<file path="src/rtl/snake_pkg.sv">
// Shared snake-game constants: playfield size, coordinate widths and the
// target_manager state encoding.
package snake_pkg;

   localparam int GRID_W = 160;
   localparam int GRID_H = 120;
   localparam int X_W    = 8;
   localparam int Y_W    = 7;

   typedef enum logic [1:0] {
      IDLE   = 2'd0,
      SAMPLE = 2'd1,
      CHECK  = 2'd2,
      QUERY  = 2'd3
   } tm_state_t;

endpackage

</file>
<file path="src/rtl/target_manager.sv">
// Food target holder: detects the head eating the target, then searches the
// random generator for a legal, unoccupied cell and publishes it.
module target_manager
   import snake_pkg::*;
#(
   parameter int MAX_X     = GRID_W,
   parameter int MAX_Y     = GRID_H,
   parameter int INIT_X    = 40,
   parameter int INIT_Y    = 30,
   parameter int MAX_TRIES = 16
) (
   input  logic           CLK,
   input  logic           RESET,
   input  logic [X_W-1:0] RAND_X,
   input  logic [Y_W-1:0] RAND_Y,
   input  logic [X_W-1:0] HEAD_X,
   input  logic [Y_W-1:0] HEAD_Y,
   input  logic           HEAD_VALID,
   output logic           BODY_REQ,
   output logic [X_W-1:0] BODY_X,
   output logic [Y_W-1:0] BODY_Y,
   input  logic           BODY_ACK,
   input  logic           BODY_HIT,
   output logic [X_W-1:0] TARGET_X,
   output logic [Y_W-1:0] TARGET_Y,
   output logic           TARGET_VALID,
   output logic           TARGET_REACHED,
   output logic [7:0]     SCORE
);

   localparam int TRY_W = $clog2(MAX_TRIES + 1);

   // One extra bit so a limit equal to 2**width still compares correctly.
   localparam logic [X_W:0]       LIM_X    = (X_W+1)'(MAX_X);
   localparam logic [Y_W:0]       LIM_Y    = (Y_W+1)'(MAX_Y);
   localparam logic [X_W-1:0]     FB_X     = X_W'(INIT_X);
   localparam logic [Y_W-1:0]     FB_Y     = Y_W'(INIT_Y);
   localparam logic [TRY_W-1:0]   LAST_TRY = TRY_W'(MAX_TRIES - 1);
   localparam logic [TRY_W-1:0]   TRY_ONE  = TRY_W'(1);

   tm_state_t        state;
   logic [X_W-1:0]   cand_x;
   logic [Y_W-1:0]   cand_y;
   logic [TRY_W-1:0] tries;

   logic head_on_target;
   logic cand_in_range;
   logic reject;

   assign head_on_target = HEAD_VALID && (HEAD_X == TARGET_X) && (HEAD_Y == TARGET_Y);
   assign cand_in_range  = ({1'b0, cand_x} < LIM_X) && ({1'b0, cand_y} < LIM_Y);

   // A candidate dies either at the range check or on an occupied-cell answer.
   assign reject = ((state == CHECK) && !cand_in_range) ||
                   ((state == QUERY) && BODY_ACK && BODY_HIT);

   always_ff @(posedge CLK) begin
      if (RESET) begin
         state          <= IDLE;
         cand_x         <= '0;
         cand_y         <= '0;
         tries          <= '0;
         BODY_REQ       <= 1'b0;
         BODY_X         <= '0;
         BODY_Y         <= '0;
         TARGET_X       <= FB_X;
         TARGET_Y       <= FB_Y;
         TARGET_VALID   <= 1'b1;
         TARGET_REACHED <= 1'b0;
         SCORE          <= '0;
      end else begin
         TARGET_REACHED <= 1'b0;

         case (state)
            IDLE: begin
               if (head_on_target) begin
                  TARGET_REACHED <= 1'b1;
                  TARGET_VALID   <= 1'b0;
                  if (SCORE != 8'hFF)
                     SCORE <= SCORE + 8'd1;
                  tries <= '0;
                  state <= SAMPLE;
               end
            end

            SAMPLE: begin
               cand_x <= RAND_X;
               cand_y <= RAND_Y;
               state  <= CHECK;
            end

            CHECK: begin
               if (cand_in_range) begin
                  BODY_X   <= cand_x;
                  BODY_Y   <= cand_y;
                  BODY_REQ <= 1'b1;
                  state    <= QUERY;
               end
            end

            QUERY: begin
               if (BODY_ACK) begin
                  BODY_REQ <= 1'b0;
                  if (!BODY_HIT) begin
                     TARGET_X     <= cand_x;
                     TARGET_Y     <= cand_y;
                     TARGET_VALID <= 1'b1;
                     state        <= IDLE;
                  end
               end
            end

            default: state <= IDLE;
         endcase

         // Out of retries: fall back to the start cell without asking the body.
         if (reject) begin
            if (tries == LAST_TRY) begin
               TARGET_X     <= FB_X;
               TARGET_Y     <= FB_Y;
               TARGET_VALID <= 1'b1;
               state        <= IDLE;
            end else begin
               tries <= tries + TRY_ONE;
               state <= SAMPLE;
            end
         end
      end
   end

endmodule

</file>
<file path="config.mk">
export PLATFORM = sky130hd
export DESIGN_NAME = target_manager
export DESIGN_NICKNAME = d
export VERILOG_FILES = /design/src/rtl/snake_pkg.sv /design/src/rtl/target_manager.sv
export SDC_FILE = /design/constraint.sdc
export NUM_CORES = 1
export LEC_CHECK = 0
export BUFFER_PORTS_ARGS = -buffer_cell sky130_fd_sc_hd__buf_2
export CORE_ASPECT_RATIO = 1.4
export CORE_MARGIN = 5
export CORE_UTILIZATION = 52
export CTS_BUF_LIST = sky130_fd_sc_hd__clkbuf_8 sky130_fd_sc_hd__clkbuf_16
export DETAILED_ROUTE_END_ITERATION = 10
export PLACE_DENSITY = 0.82
export SYNTH_ARGS = -nofsm -noshare
export SYNTH_HDL_FRONTEND = slang
export SYNTH_SLANG_ARGS = --single-unit
</file>
<file path="constraint.sdc">
create_clock -name CLK -period 2.7 [get_ports CLK]
set_clock_uncertainty 0.1 [all_clocks]
set_input_delay 0.27 -clock CLK [delete_from_list [all_inputs] [get_ports CLK]]
set_output_delay 0.27 -clock CLK [all_outputs]
set_load 0.1 [all_outputs]
</file>
After elaboration in Yosys (flattened, before gate mapping):

Cells that the tools add are included.

* register bits after elaboration: 63
* input port bits: 35
* output and inout port bits: 41
* logic and storage cells: 76

* $add $sub $neg: 2
* order comparisons: 2
* eq/ne operators: 13
* muxes and demuxes: 31
* bitwise operators: 1
* reductions and logical operators: 15

Operators by type and width (number)
* 2-to-1 mux 8 bit: 5
* 2-to-1 mux 7 bit: 5
* 2-to-1 mux 5 bit: 4
* != test 3 bit (second input constant): 4
* 2-to-1 mux 2 bit: 5
* 2-to-1 mux 1 bit: 9
* adder 8 x 1 -> 8 bit (second input constant): 1
* equality test 8 bit: 1
* < comparator 8 bit (second input constant): 1
* != test 8 bit (second input constant): 1
* one-hot mux 2 bit (4 select lines): 1
* equality test 7 bit: 1
* < comparator 7 bit (second input constant): 1
* logical AND 1 bit: 6
* AND reduction 3 bit: 2
* adder 5 x 1 -> 5 bit (second input constant): 1
* equality test 5 x 4 -> 1 bit (second input constant): 1
* equality test 2 bit (second input constant): 2
* != test 2 bit (second input constant): 2
* one-hot mux 1 bit (2 select lines): 2
* AND reduction 4 bit: 1
* equality test 2 x 1 -> 1 bit (second input constant): 1
* logical NOT 2 bit: 1
* AND reduction 2 bit: 1
* other kinds (5): 5

Logic depth before layout (Yosys ltp):

Gate-level depths: netlist of run 1.

* word-level depth: 7
* gate-level depth with buffers: 8

Worst setup path after synthesis of run 1:

No wires, ideal clock.

* path kind: reg2reg
* from: reg TARGET_Y[2]
* to: reg SCORE[0]
* setup time: 0.121 ns
* data arrival time: 2.608 ns
* slack: -0.128 ns
* stages on the path, launching flop included: 8
* clock period less this slack: 2.828 ns
* path through: dfxtp_1 -> xnor2_1 -> nand4_1 -> or4_1 -> clkbuf_2 -> buf_2 -> nor3_1 -> mux2_2

* word-level cells in the longest chain between the ends: 3

RTL lines
* start, declared: line target_manager.sv:25 `output logic [Y_W-1:0] TARGET_Y,`
* start signal, assigned: line target_manager.sv:106 `TARGET_Y <= cand_y;`
* equality test 7 bit: line target_manager.sv:50 `assign head_on_target = HEAD_VALID && (HEAD_X == TARGET_X) && (HEAD_Y == TARGET_Y);`
* logical AND 1 bit: line target_manager.sv:50
* AND reduction 3 bit (no line)
* end signal, assigned: line target_manager.sv:80 `SCORE <= SCORE + 8'd1;`
* end, declared: line target_manager.sv:28 `output logic [7:0] SCORE`

Every way passes these cells.
A chain may end at the register's enable or synchronous reset.

Worst setup path after layout of run 1:

* from: reg TARGET_X[4]
* to: reg SCORE[3]

* word-level cells in the longest chain between the ends: 4

RTL lines
* start, declared: line target_manager.sv:24 `output logic [X_W-1:0] TARGET_X,`
* start signal, assigned: line target_manager.sv:105 `TARGET_X <= cand_x;`
* equality test 8 bit: line target_manager.sv:50
* logical AND 1 bit (2 in a row): line target_manager.sv:50
* AND reduction 3 bit (no line)

Every way passes these cells.

==> results of run 1 <==
cells by family (layout without fill, tap and decap cells):
| kind of cell | Yosys count | in the layout | synth area share |
|---|---|---|---|
| AND/OR/NAND/NOR | 136 | 136 | 0.226 |
| adder cells (fa/ha/maj) | 7 | 7 | 0.0316 |
| flip-flops | 63 | 63 | 0.455 |
| XOR/XNOR | 15 | 15 | 0.0474 |
| multiplexers | 38 | 38 | 0.140 |
| buffers and inverters | 21 | 95 | 0.0302 |
| AO/OA/AOI/OAI | 32 | 32 | 0.0695 |
sequential cells by signal, summed over array words and instances (netlist names):
signal,cells
BODY_REQ,1
SCORE,8
cand_x,8
tries,5
state,2
BODY_Y,7
TARGET_X,8
BODY_X,8
TARGET_Y,7
TARGET_VALID,1
cand_y,7
TARGET_REACHED,1
cell type report:
type	instances	area (µm²)	share of cell area
Clock buffer	9	124	0.0364
Clock inverter	6	86.3	0.0254
Inverter	3	11.3	0.00331
Multi-Input combinational cell	228	1430	0.420
Sequential cell	63	1280	0.376
Tap cell	66	82.6	0.0243
Timing Repair Buffer	77	390	0.115
worst paths after layout:
path / endpoint / cells past startpoint / startpoint
worst min-delay path: cand_x[7] / 3 / RAND_X[7]
worst max-delay path: SCORE[3] / 5 / TARGET_X[4]
worst max register to register: SCORE[3] / 5 / TARGET_X[4]
worst min register to register: TARGET_Y[0] / 2 / cand_y[0]
power by group:
group / switching, W / internal (W) / total, W
logic: 0.000210 / 0.000140 / 0.000350
registers: 0.0000513 / 0.000983 / 0.00103
clock network: 0.000366 / 0.000512 / 0.000879
total: 0.000628 / 0.00163 / 0.00226
metal layers:
layer | global-route usage | vias to the layer above | part of all wire
met5 | 0 | - | 0
met4 | 0.0658 | 0 | 0.015
met3 | 0.0621 | 11 | 0.069
met2 | 0.364 | 73 | 0.51
met1 | 0.230 | 1119 | 0.41
li1 | - | 1208 | -
tightest hold or removal path, stage by stage:
cell and delay (ns):
buf_2 0.07, mux2i_1 0.05, nor2_1 0.07
stage by stage:
stage	setup slack (ns)	std cells	power (W)	cell area, µm²	util
5_1_grt	0.116	452	0.00236	3400	0.655
3_3_place_gp	0.282	437	0.00139	3190	0.614
3_5_place_dp	0.177	437	0.00140	3190	0.614
2_1_floorplan	0.203	312	0.00131	2790	-
6_report	0.219	452	0.00226	3400	0.655
4_1_cts	0.211	452	0.00227	3400	0.655
synthesized netlist by cell type:
cell type   n  area, µm²
xnor2_1    15        131
or2_2       2       12.5
nor4_1      2       12.5
o31ai_1     2       15.0
ha_1        7       87.6
a21o_1      1       7.51
a221oi_1    1       8.76
a21oi_1    16       80.1
and4_1      1       8.76
clkbuf_2    2       10.0
nand2b_1    2       12.5
nand4_1     8       50.1
o221ai_1    2       17.5
nand3b_1    1       7.51
and2_1      1       6.26
a31oi_1     2       12.5
dfxtp_1    63       1260
nand3_1    14       70.1
nand2_1    37        139
inv_1       3       11.3
nor2_1     48        180
a211oi_1    2       15.0
or3_1       3       18.8
buf_2       2       10.0
nor4b_1     1       8.76
nor2b_1     6       37.5
o22ai_1     1       6.26
clkbuf_1   13       48.8
mux2_2      7       78.8
or4_1       2       15.0
o21a_1      2       15.0
nor3_1      6       30.0
o21ai_0     3       15.0
and3b_1     1       8.76
or3b_2      1       8.76
mux2i_1    31        310
buf_1       1       3.75
==> impl_metrics.csv, run 1 <==
group,metric,value,unit
sta,post-route-period-util,0.919,
sta,period_needed,2.48,ns
sta,finalSetupViolCount,0,
clock_tree,root_buffer,"clkbuf_8",
synth,syn_area,2770,µm²
route,drtAntennaViolNets,0,
route,drt_pass1_iterations,4,
clock_tree,cts.sinks,63,
clock_tree,clockBufferDepth,2,
floorplan,core-area,5200,µm²
critical_path,arrival,2.61,ns
grt,grt_max_degree,59,
clock_tree,cts_resized,0,
floorplan,die_area,6910,µm²
route,vias,2411,
sta,fin_tns_setup,0,ns
sta,worst_pin_slew,0.959,ns
grt,grt_pass1_wl,10.9,mm
placement,place_congestion,0.857,
pwr,p_leak,1.53,nW
layout,fill_cells,446,
synth,syn-num-nets,354,
synth,synth_seq_area_share,0.455,
floorplan,die_h,96.4,µm
floorplan,io_pins,76,
clock_tree,clk_pin_slew,0.07,ns
hold_path,hp-class,"in -> reg",
route,drt-vias-per-instance,5.33,
pwr,powerDensity,665,nW/µm²
route,drcViolationCount,0,
grt,antenna_found_initial,0,
grt,grt.total_usage,0.204,
synth,yosysWarnings,0,
pwr,irDropWorstVdd,636,µV
layout,num-nets-final,424,
critical_path,max_stage_delay,0.79,ns
floorplan,floorplan.initialDensity,0.533,
synth,syn-mean-instance-area,8.89,µm²
critical_path,start_kind,"flop",
critical_path,worstPathMaxFanout,15,
clock_tree,cts_buffers,9,
clock_tree,clk_latency,0.34,ns
synth,netlist-cell-type-count,37,
clock_tree,h-tree-depth,3,
sta,rsz0062_at_grt,"false",
layout,antennaDiodeCount,0,
placement,port_buffers,75,
placement,dp_hpwl,4.95,mm
critical_path,critical_path_class,"reg -> reg",
clock_tree,postCtsSetupBuffers,0,
critical_path,crit_buf_inv,0,
critical_path,worstPathCellList,"xnor2_1 -> nand4_1 -> or4_1 -> nor4_1 -> mux2_2",
grt,grt_pass1_vias,2350,
route,routed_wl,6.74,mm
synth,yosys_register_bits,63,
layout,layout_commonest_cell,"buf_2",
layout,drive_above_1_share,0.303,
grt,grt.overflow.total,0,
layout,syn_to_final_growth,22.7,%
sta,timing.hold.ws,0.0660,ns
critical_path,crit_path_end_kind,"flop",
layout,layout_common_cells,"buf_2, dfxtp_1, nor2_1, nand2_1, mux2i_1",
critical_path,crit_family,"simple AND/OR/NAND/NOR gates",
synth,syn_inst,312,
route,wl_per_cell,14.9,µm
sta,hold_viol,0,
route,drt_iter0_drc,149,
flow_run,drv_cap,0,
sta,slew_headroom,0.361,
sta,drv_slew,0,
clock_tree,hold_buffers,0,
outcome,outcome,"finished, final reports clean",
floorplan,placementRows,31,
clock_tree,cts_tree,"yes",
sta,fmax,403,MHz
critical_path,cp.required,2.83,ns
critical_path,ff2ff_setup_slack,0.22,ns
critical_path,slowest_stage,"or4_1",
floorplan,fp.dieW,71.7,µm
Note: power is estimated with default switching activity, not from simulation.
==> inputs of run 2 (changes only) <==
Settings changed: MAX_ROUTING_LAYER set to met4.
Clock period 2.7 ns to 2.45 ns, I/O delays scaled along.
==> run 2 against run 1 <==
  * Final cell count grew 1.1%
  * Non-clock buffer count grew 4
  * First-iteration DRC count grew 60%
  * Final area grew 0.70%
  * Fmax grew 4.8%
  * Clock power shrank 6.4%
  * Utilization grew 0.46 points
  * Critical path depth is the same
  * Combinational power grew 12%
  * Critical path type unchanged
  * Critical endpoint unchanged
  * Largest power group unchanged
==> impl_metrics.csv, run 2 (synthesis results as in run 1) <==
group,metric,value,unit
critical_path,cp.required,2.58,ns
critical_path,worstPathMaxFanout,11,
route,drtAntennaViolNets,0,
critical_path,crit_end,"SCORE[3]",
clock_tree,clk_latency,0.34,ns
outcome,outcome,"finished, final reports clean",
grt,grt_pass1_wl,11.4,mm
route,drt-vias-per-instance,5.46,
sta,post-route-period-util,0.966,
sta,finalSetupViolCount,0,
clock_tree,cts_tree,"yes",
critical_path,r2r_cells,5,
route,vias,2493,
critical_path,crit_path_end_kind,"flop",
sta,worst_pin_slew,0.594,ns
floorplan,io_pins,76,
placement,dp_hpwl,5.13,mm
floorplan,die_h,96.4,µm
route,drcViolationCount,0,
sta,period_needed,2.37,ns
grt,grt.overflow.total,0,
critical_path,setup.worst_path.start,"TARGET_X[6]",
floorplan,die_area,6910,µm²
layout,layout_common_cells,"buf_2, dfxtp_1, nor2_1, nand2_1, mux2i_1",
route,routed_wl,6.74,mm
critical_path,worstPathCellList,"xnor2_1 -> nand4_1 -> or4_1 -> nor4_1 -> mux2_2",
sta,fmax,422,MHz
pwr,p_leak,1.54,nW
route,wl_per_cell,14.7,µm
clock_tree,clockBufferDepth,2,
critical_path,slowest_stage,"or4_1",
pwr,powerDensity,684,nW/µm²
grt,grt_pass1_vias,2566,
sta,drv_slew,0,
route,drt_pass1_iterations,4,
sta,hold_viol,0,
sta,timing.hold.ws,0.0389,ns
layout,drive_above_1_share,0.309,
floorplan,fp.dieW,71.7,µm
clock_tree,hold_buffers,0,
layout,num-nets-final,428,
clock_tree,cts_resized,0,
placement,port_buffers,75,
pwr,irDropWorstVdd,529,µV
layout,antennaDiodeCount,0,
critical_path,critical_path_class,"reg -> reg",
sta,fin_tns_setup,0,ns
grt,grt.total_usage,0.216,
critical_path,worst_r2r_endpoint,"SCORE[3]",
critical_path,max_stage_delay,0.76,ns
flow_run,drv_cap,0,
sta,slew_headroom,0.604,
clock_tree,h-tree-depth,3,
layout,syn_to_final_growth,23.6,%
clock_tree,clk_pin_slew,0.07,ns
clock_tree,postCtsSetupBuffers,0,
critical_path,r2r_start,"TARGET_X[6]",
route,drt_iter0_drc,239,
layout,fill_cells,437,
critical_path,arrival,2.50,ns
sta,rsz0062_at_grt,"false",
grt,grt_max_degree,23,
placement,detailedPlace.worstSlack,0.0552,ns
sta,timing.final.ws_setup,0.0825,ns
critical_path,start_kind,"flop",
grt,antenna_found_initial,0,
clock_tree,cts_buffers,9,
layout,layout_commonest_cell,"buf_2",
critical_path,ff2ff_setup_slack,0.08,ns
floorplan,floorplan.initialDensity,0.533,
placement,place_congestion,0.861,
floorplan,core-area,5200,µm²
clock_tree,root_buffer,"clkbuf_8",
floorplan,placementRows,31,
hold_path,hp-class,"in -> reg",
clock_tree,cts.sinks,63,
==> run 2: changes by cell type in the layout (fill, tap and decap cells not counted), sizes merged <==
cell    before  now
inv          3    4
buf         77   81
clkinv       3    4
bufinv       2    0
clkbuf       9   10
==> run 2: how the worst min path moves through the flow <==
stage / to / slack, ns / start / cells past startpoint
global placement: TARGET_X[4] / 0.35 / cand_x[4] / 2
CTS: cand_y[5] / 0.03 / RAND_Y[5] / 3
floorplan: cand_y[0] / 0.29 / RAND_Y[0] / 2
global route: cand_y[5] / 0.03 / RAND_Y[5] / 3
detailed placement: TARGET_X[2] / 0.36 / cand_x[2] / 2
finish: cand_y[5] / 0.04 / RAND_Y[5] / 3
==> run 2: area by class of cell <==
class                   instances  area [µm²]  share of cell area
flip-flops and latches         63        1300               0.379
multi-input cells             228        1430               0.417
clock buffers                  10         149              0.0435
repair buffers                 81         420               0.123
inverters                       3        11.3             0.00329
well taps                      66        82.6              0.0241
clock inverters                 6        35.0              0.0102
==> run 2: per-layer routing <==
| metal | vias up | part of all wire | GRT usage |
|---|---|---|---|
| met3 | 10 | 0.068 | 0.0611 |
| met2 | 95 | 0.53 | 0.378 |
| li1 | 1212 | - | - |
| met4 | 0 | 0.013 | 0.0831 |
| met1 | 1176 | 0.39 | 0.230 |
| met5 | - | 0 | - |
==> run 2: power breakdown <==
group          switching [W]  leakage [nW]  internal, W
logic               0.000234         0.933     0.000157
registers          0.0000536         0.512      0.00107
clock network       0.000403        0.0984     0.000421
==> run 2: worst max-delay path: cells and delay by family, from the launching register on <==
kind	cells	cell delay, ns
xor+xnor	1	0.13
simple gates	3	1.31
mux	1	0.37
flops	1	0.35
==> run 2: stage by stage <==
step                      power [W]  instances  instance area, µm²   util
after floorplan             0.00143        312                2810      -
after global placement      0.00153        441                3240  0.624
after detailed placement    0.00154        441                3240  0.624
after CTS                   0.00236        457                3430  0.659
after global routing        0.00245        457                3430  0.659
final                       0.00234        457                3430  0.659
